$ cat src/rtl/cm85_serial_cmp.sv
// cm85_serial_cmp: serial MS-slice-first magnitude comparator with valid/ready result port.
// Define CM85_SERIAL_CMP_SIGNED_EN for two's-complement operands (sign fix on the first slice).
module cm85_serial_cmp #(
    parameter int SLICE_W    = 5,
    parameter int MAX_SLICES = 8
) (
    input  logic                                 clk,
    input  logic                                 rst,
    input  logic                                 in_valid,
    output logic                                 in_ready,
    input  logic [SLICE_W-1:0]                   in_a,
    input  logic [SLICE_W-1:0]                   in_b,
    input  logic                                 in_last,
    output logic                                 out_valid,
    input  logic                                 out_ready,
    output logic                                 out_gt,
    output logic                                 out_eq,
    output logic                                 out_lt,
    output logic [$clog2(MAX_SLICES+1)-1:0]      out_cnt,
    output logic                                 out_err
);
    localparam int CW = $clog2(MAX_SLICES+1);

    typedef enum logic [1:0] {IDLE, ACCUM, HOLD} state_t;
    typedef enum logic [1:0] {REL_EQ, REL_GT, REL_LT} rel_t;

    state_t state, state_nxt;
    rel_t rel, rel_nxt;
    logic [CW-1:0] cnt, cnt_nxt, cnt_inc;
    logic err, err_nxt;
    logic accept, at_max;
    logic [SLICE_W-1:0] a_cmp, b_cmp;

    assign in_ready  = state != HOLD;
    assign accept    = in_valid && in_ready;
    assign cnt_inc   = cnt + CW'(1);
    assign at_max    = cnt_inc == CW'(MAX_SLICES);
    assign out_valid = state == HOLD;
    assign out_gt    = rel == REL_GT;
    assign out_eq    = rel == REL_EQ;
    assign out_lt    = rel == REL_LT;
    assign out_cnt   = cnt;
    assign out_err   = err;

`ifdef CM85_SERIAL_CMP_SIGNED_EN
    // Flipping the sign bit maps two's complement onto unsigned order; only the first slice carries it.
    logic [SLICE_W-1:0] sign_flip;
    assign sign_flip = {(state == IDLE), {(SLICE_W-1){1'b0}}};
    assign a_cmp = in_a ^ sign_flip;
    assign b_cmp = in_b ^ sign_flip;
`else
    assign a_cmp = in_a;
    assign b_cmp = in_b;
`endif

    always_comb begin
        state_nxt = state;
        rel_nxt   = rel;
        cnt_nxt   = cnt;
        err_nxt   = err;
        if (accept) begin
            rel_nxt   = rel != REL_EQ ? rel : a_cmp > b_cmp ? REL_GT : a_cmp < b_cmp ? REL_LT : REL_EQ;
            cnt_nxt   = cnt_inc;
            err_nxt   = at_max && !in_last;
            state_nxt = (in_last || at_max) ? HOLD : ACCUM;
        end else if (state == HOLD && out_ready) begin
            state_nxt = IDLE;
            rel_nxt   = REL_EQ;
            cnt_nxt   = '0;
            err_nxt   = 1'b0;
        end
    end

    always_ff @(posedge clk) begin
        if (rst) begin
            state <= IDLE;
            rel   <= REL_EQ;
            cnt   <= '0;
            err   <= 1'b0;
        end else begin
            state <= state_nxt;
            rel   <= rel_nxt;
            cnt   <= cnt_nxt;
            err   <= err_nxt;
        end
    end
endmodule
$ cat config.mk
export PLATFORM = sky130hd
export DESIGN_NAME = cm85_serial_cmp
export DESIGN_NICKNAME = d
export VERILOG_FILES = /design/src/rtl/cm85_serial_cmp.sv
export SDC_FILE = /design/constraint.sdc
export NUM_CORES = 1
export LEC_CHECK = 0
export ABC_CLOCK_PERIOD_IN_PS = 3400
export BUFFER_PORTS_ARGS = -buffer_cell sky130_fd_sc_hd__buf_2
export CAP_MARGIN = 20
export CORE_AREA = 2 2 39 41
export DETAILED_ROUTE_END_ITERATION = 8
export DIE_AREA = 0 0 41 43
export GPL_TIMING_DRIVEN = 1
export PLACE_DENSITY = 0.81
export SLEW_MARGIN = 10
export SYNTH_ARGS = -nofsm -noshare
export SYNTH_HDL_FRONTEND = slang
export SYNTH_SLANG_ARGS = --single-unit
$ cat constraint.sdc
create_clock -name clk -period 3.4 [get_ports clk]
set_input_delay 0.68 -clock clk [delete_from_list [all_inputs] [get_ports clk]]
set_output_delay 0.68 -clock clk [all_outputs]
set_load 0.02 [all_outputs]
### After elaboration in Yosys (flattened, before gate mapping)

Index checks and enable logic that the tools add are counted.

| cells by class | value |
|---|---|
| $lt $le $gt $ge | 2 |
| equal/unequal tests | 6 |
| multiplexer cells | 11 |
| reductions and logical operators | 9 |
| add/subtract/negate cells | 1 |

Operators by type and width:

| kind | number |
|---|---|
| $mux 2 | 7 |
| $mux 4 | 2 |
| $gt 5x5->1 | 1 |
| $lt 5x5->1 | 1 |
| $add 4x1->4 const B | 1 |
| $eq 2x2->1 const B | 2 |
| $eq 4x4->1 const B | 1 |
| $ne 2x2->1 const B | 2 |
| $reduce_bool 2->1 | 2 |
| $logic_and 1x1->1 | 3 |
| $eq 2x1->1 const B | 1 |
| $logic_not 2->1 | 1 |
| $mux 1 | 2 |
| $reduce_and 2->1 | 1 |
| $logic_not 1->1 | 1 |
| $logic_or 1x1->1 | 1 |

| word-level totals | value |
|---|---|
| register bits | 9 |
| output and inout bits | 10 |
| input bits | 15 |

### Logic depth before layout (Yosys ltp)

| logic depth | value |
|---|---|
| word-level depth | 5 |
| mapped depth | 6 |
| mapped depth without buffers | 6 |

### Least setup slack after synthesis

No wires, ideal clock.

| path | value |
|---|---|
| kind | input-to-reg |
| start point | input port in_b[2] |
| end point | register rel[0] |
| stages on the path | 6 |
| slack | 1.732 ns |
| library setup time | 0.129 ns |
| required time | 3.271 ns |
| buffers on the path | 0 |
| arrival | 1.539 ns |
| path through | inv_1 > ha_1 > a21oi_1 > o22ai_1 > a211oi_1 > o21ai_0 |

| on the way | value |
|---|---|
| cells in the longest elaborated chain, start to end | 4 |

RTL lines:

| what | line | text |
|---|---|---|
| start: declaration | 12 | `input logic [SLICE_W-1:0] in_b,` |
| $gt 5x5->1 | 62 | `rel_nxt = rel != REL_EQ ? rel : a_cmp > b_cmp ? REL_GT : a_cmp < b_cmp ? REL_LT : REL_EQ;` |
| $mux 2 (2 in series) | 62 |  |
| $mux 2 | 61 | `if (accept) begin` |
| end signal: assignment | 82 | `rel <= rel_nxt;` |
| end: declaration | 28 | `rel_t rel, rel_nxt;` |

Every way passes these cells. The select of a mux whose other input is x is not followed.
A chain may end at the register's enable or synchronous reset.

### Worst setup path after layout

| path | value |
|---|---|
| start point | register state[0] |
| end point | output port out_valid |

| on the way | value |
|---|---|
| cells in the longest elaborated chain, start to end | 1 |

RTL lines:

| what | line | text |
|---|---|---|
| start: declaration | 27 | `state_t state, state_nxt;` |
| start signal: assignment | 81 | `state <= state_nxt;` |
| $eq 2x2->1 | 38 | `assign out_valid = state == HOLD;` |
| end: declaration | 14 | `output logic out_valid,` |

Every way passes these cells.

==> reports/metrics.csv <==
stage,metric,value,unit
timing,final-setup-viol-count,0,
clocking,insertion_delay,0.26,ns
synth,netlist_area,611,µm²
worst_setup_path,worst_ep_arrival_time,1.28,ns
placement,hpwl,1.04,mm
synth,synth.avg_cell_area,8.48,µm²
timing,slew_headroom,79.2,%
clocking,cts_tree,built,
die,start_util,44.1,%
global_route,grt_use_met2,27.8,%
clocking,h-tree-depth,1,
global_route,grt_max_degree,11,
synth,synth_edf_count,0,
global_route,grt_use_total,16.7,%
clocking,post-cts-setup-buffer-count,0,
synth,yosysTopAreaCellShare,29.5,%
synth,synth_area_leaders,"dfxtp_1 (30%), ha_1 (12%), nand2_1 (5.5%)",
die,die_x,41,µm
worst_setup_path,crit_type,reg -> out,
synth,synth_top_cell_by_area,dfxtp_1,
pwr,p_per_area,370,nW/µm²
timing,setup_tns,0,ns
timing,skew,0.00491,ns
die,rows,14,
route,wl_per_cell,11.3,µm
worst_hold_path,worstHoldPathType,reg -> reg,
placement,gp_congestion,0.713,
clocking,cts_resized,0,
die,die_y,43,µm
worst_setup_path,end_kind,output port,
cells_and_area,fin_cells,113,
route,totalWireLength,1.28,mm
synth,synth_cell_types,30,
global_route,grt_pass1_wl,2.08,mm
timing,finalCriticalPeriod,1.96,ns
global_route,grt_pass1_vias,551,
timing,finalHoldViolCount,0,
clocking,cts.path.max_buffers,2,
pwr,ir_drop,0.168,mV
synth,ys.flop_type,dfxtp_1,
route,routed-via-count,592,
synth,synth_async_sr_flop_share,0,%
global_route,globalRouteMet1Util,19.9,%
placement,dp_cells,109,
route,vias_per_cell,5.24,
clocking,clk_pin_slew_worst_paths,0.07,ns
die,core-area,1380,µm²
global_route,busiest_layer,met2,
pwr,power.leakage,0.379,nW
route,ant_nets,0,
synth,syn_nets,93,
worst_setup_path,worst-path-max-fanout,7,
synth,seq_area_frac_synth,29.5,%
timing,rsz0062_at_grt,no,
global_route,grt_antenna_before_repair,0,
clocking,cts_hold_buf,0,
global_route,grtUsageMet3,1.57,%
timing,fin_crit_sh,57.6,%
route,drt_pass1_iterations,4,
cells_and_area,layout-drive-gt1-share,34.0,%
synth,yosysWarnings,0,
worst_setup_path,critPathLaunchType,flop,
die,ios,25,
route,drc,0,
clocking,cts_buffers,3,
cells_and_area,nets,119,
global_route,grt_overflow,0,
timing,fmax,511,MHz
cells_and_area,area_growth,21.3,%
cells_and_area,insertedDiodeCount,0,
worst_setup_path,cp_data_required_time,2.72,ns
timing,max_slew.worst_pin.slew,0.308,ns
route,first_iter_violations,7,
placement,portBuffers,24,
clocking,cts_sinks,9,
synth,syn_inst,72,
run_status,outcome,"complete, no violations",
synth,yosys-top-cells-count,"dfxtp_1 (9), nand2_1 (9), inv_1 (8)",
die,die_area,1760,µm²
job,drv_cap,0,
clocking,cts_root_buf,clkbuf_4,
timing,final-max-slew-violation-count,0,
synth,synth-seq-cells,9,
## state kept, by name, indices dropped and copies added (netlist names)
name / count
state: 2
rel: 2
out_err: 1
out_cnt: 4
## power by group
part,switching [mW],internal (mW)
clock network,0.0380,0.0452
registers,0.00693,0.112
logic,0.0411,0.0306
total,0.0860,0.188
## area by class of cell
cell class,instances,area (µm²)
clock buffer,4,26.3
sequential,9,180
inverter,8,30.0
timing repair buffer,24,120
tap,16,20.0
fill,140,643
multi-input combinational,52,364
## critical path: stages (launching register included)
cell	delay, ns
dfxtp_1	0.37
nand2b_1	0.31
inv_1	0.15
buf_2	0.19
## per-layer routing
metal	share of wire [%]	vias to the layer above
met2	51	24
met3	7.3	0
met4	0	0
li1	-	304
met1	41	264
met5	0	-
## cell families (layout without fill, tap and decap cells)
kind of cell / after synthesis / after routing / synth area share, %
compound gates: 18 / 18 / 19.9
xor+xnor: 1 / 1 / 1.43
simple gates: 26 / 26 / 24.4
flops: 9 / 9 / 29.5
mux: 1 / 1 / 1.64
buf+inv: 11 / 36 / 10.9
fa+ha+maj: 6 / 6 / 12.3
## final timing paths
check                 from        end  slack [ns]  depth (start not counted)
setup / recovery  state[0]  out_valid        1.44                          3
hold / removal     out_err    out_err        0.47                          2
setup reg to reg  state[0]    out_err        1.94                          4
hold reg to reg    out_err    out_err        0.47                          2
## per-stage QoR
stage	hold slack, ns	power (mW)	setup WS (ns)	util (%)	cell area (µm²)
6_report	0.466	0.274	1.44	53.5	741
5_1_grt	0.489	0.292	1.36	53.5	741
4_1_cts	0.471	0.276	1.46	53.5	741
3_5_place_dp	0.463	0.193	1.55	51.6	714
3_3_place_gp	0.458	0.191	1.59	51.6	714
2_1_floorplan	0.487	0.172	1.73	-	611
## placed cells by master (no fill, tap or decap), types with 2 or more instances in the layout
cell / count
a211oi_1: 2
a21oi_1: 4
dfxtp_1: 9
o21ai_0: 3
a311oi_1: 2
inv_1: 8
nor2b_1: 2
nand4_1: 2
a22o_1: 2
buf_2: 24
nor2_1: 5
clkbuf_4: 3
ha_1: 6
nand2_1: 9
Note: power is estimated with default switching activity, not from simulation.
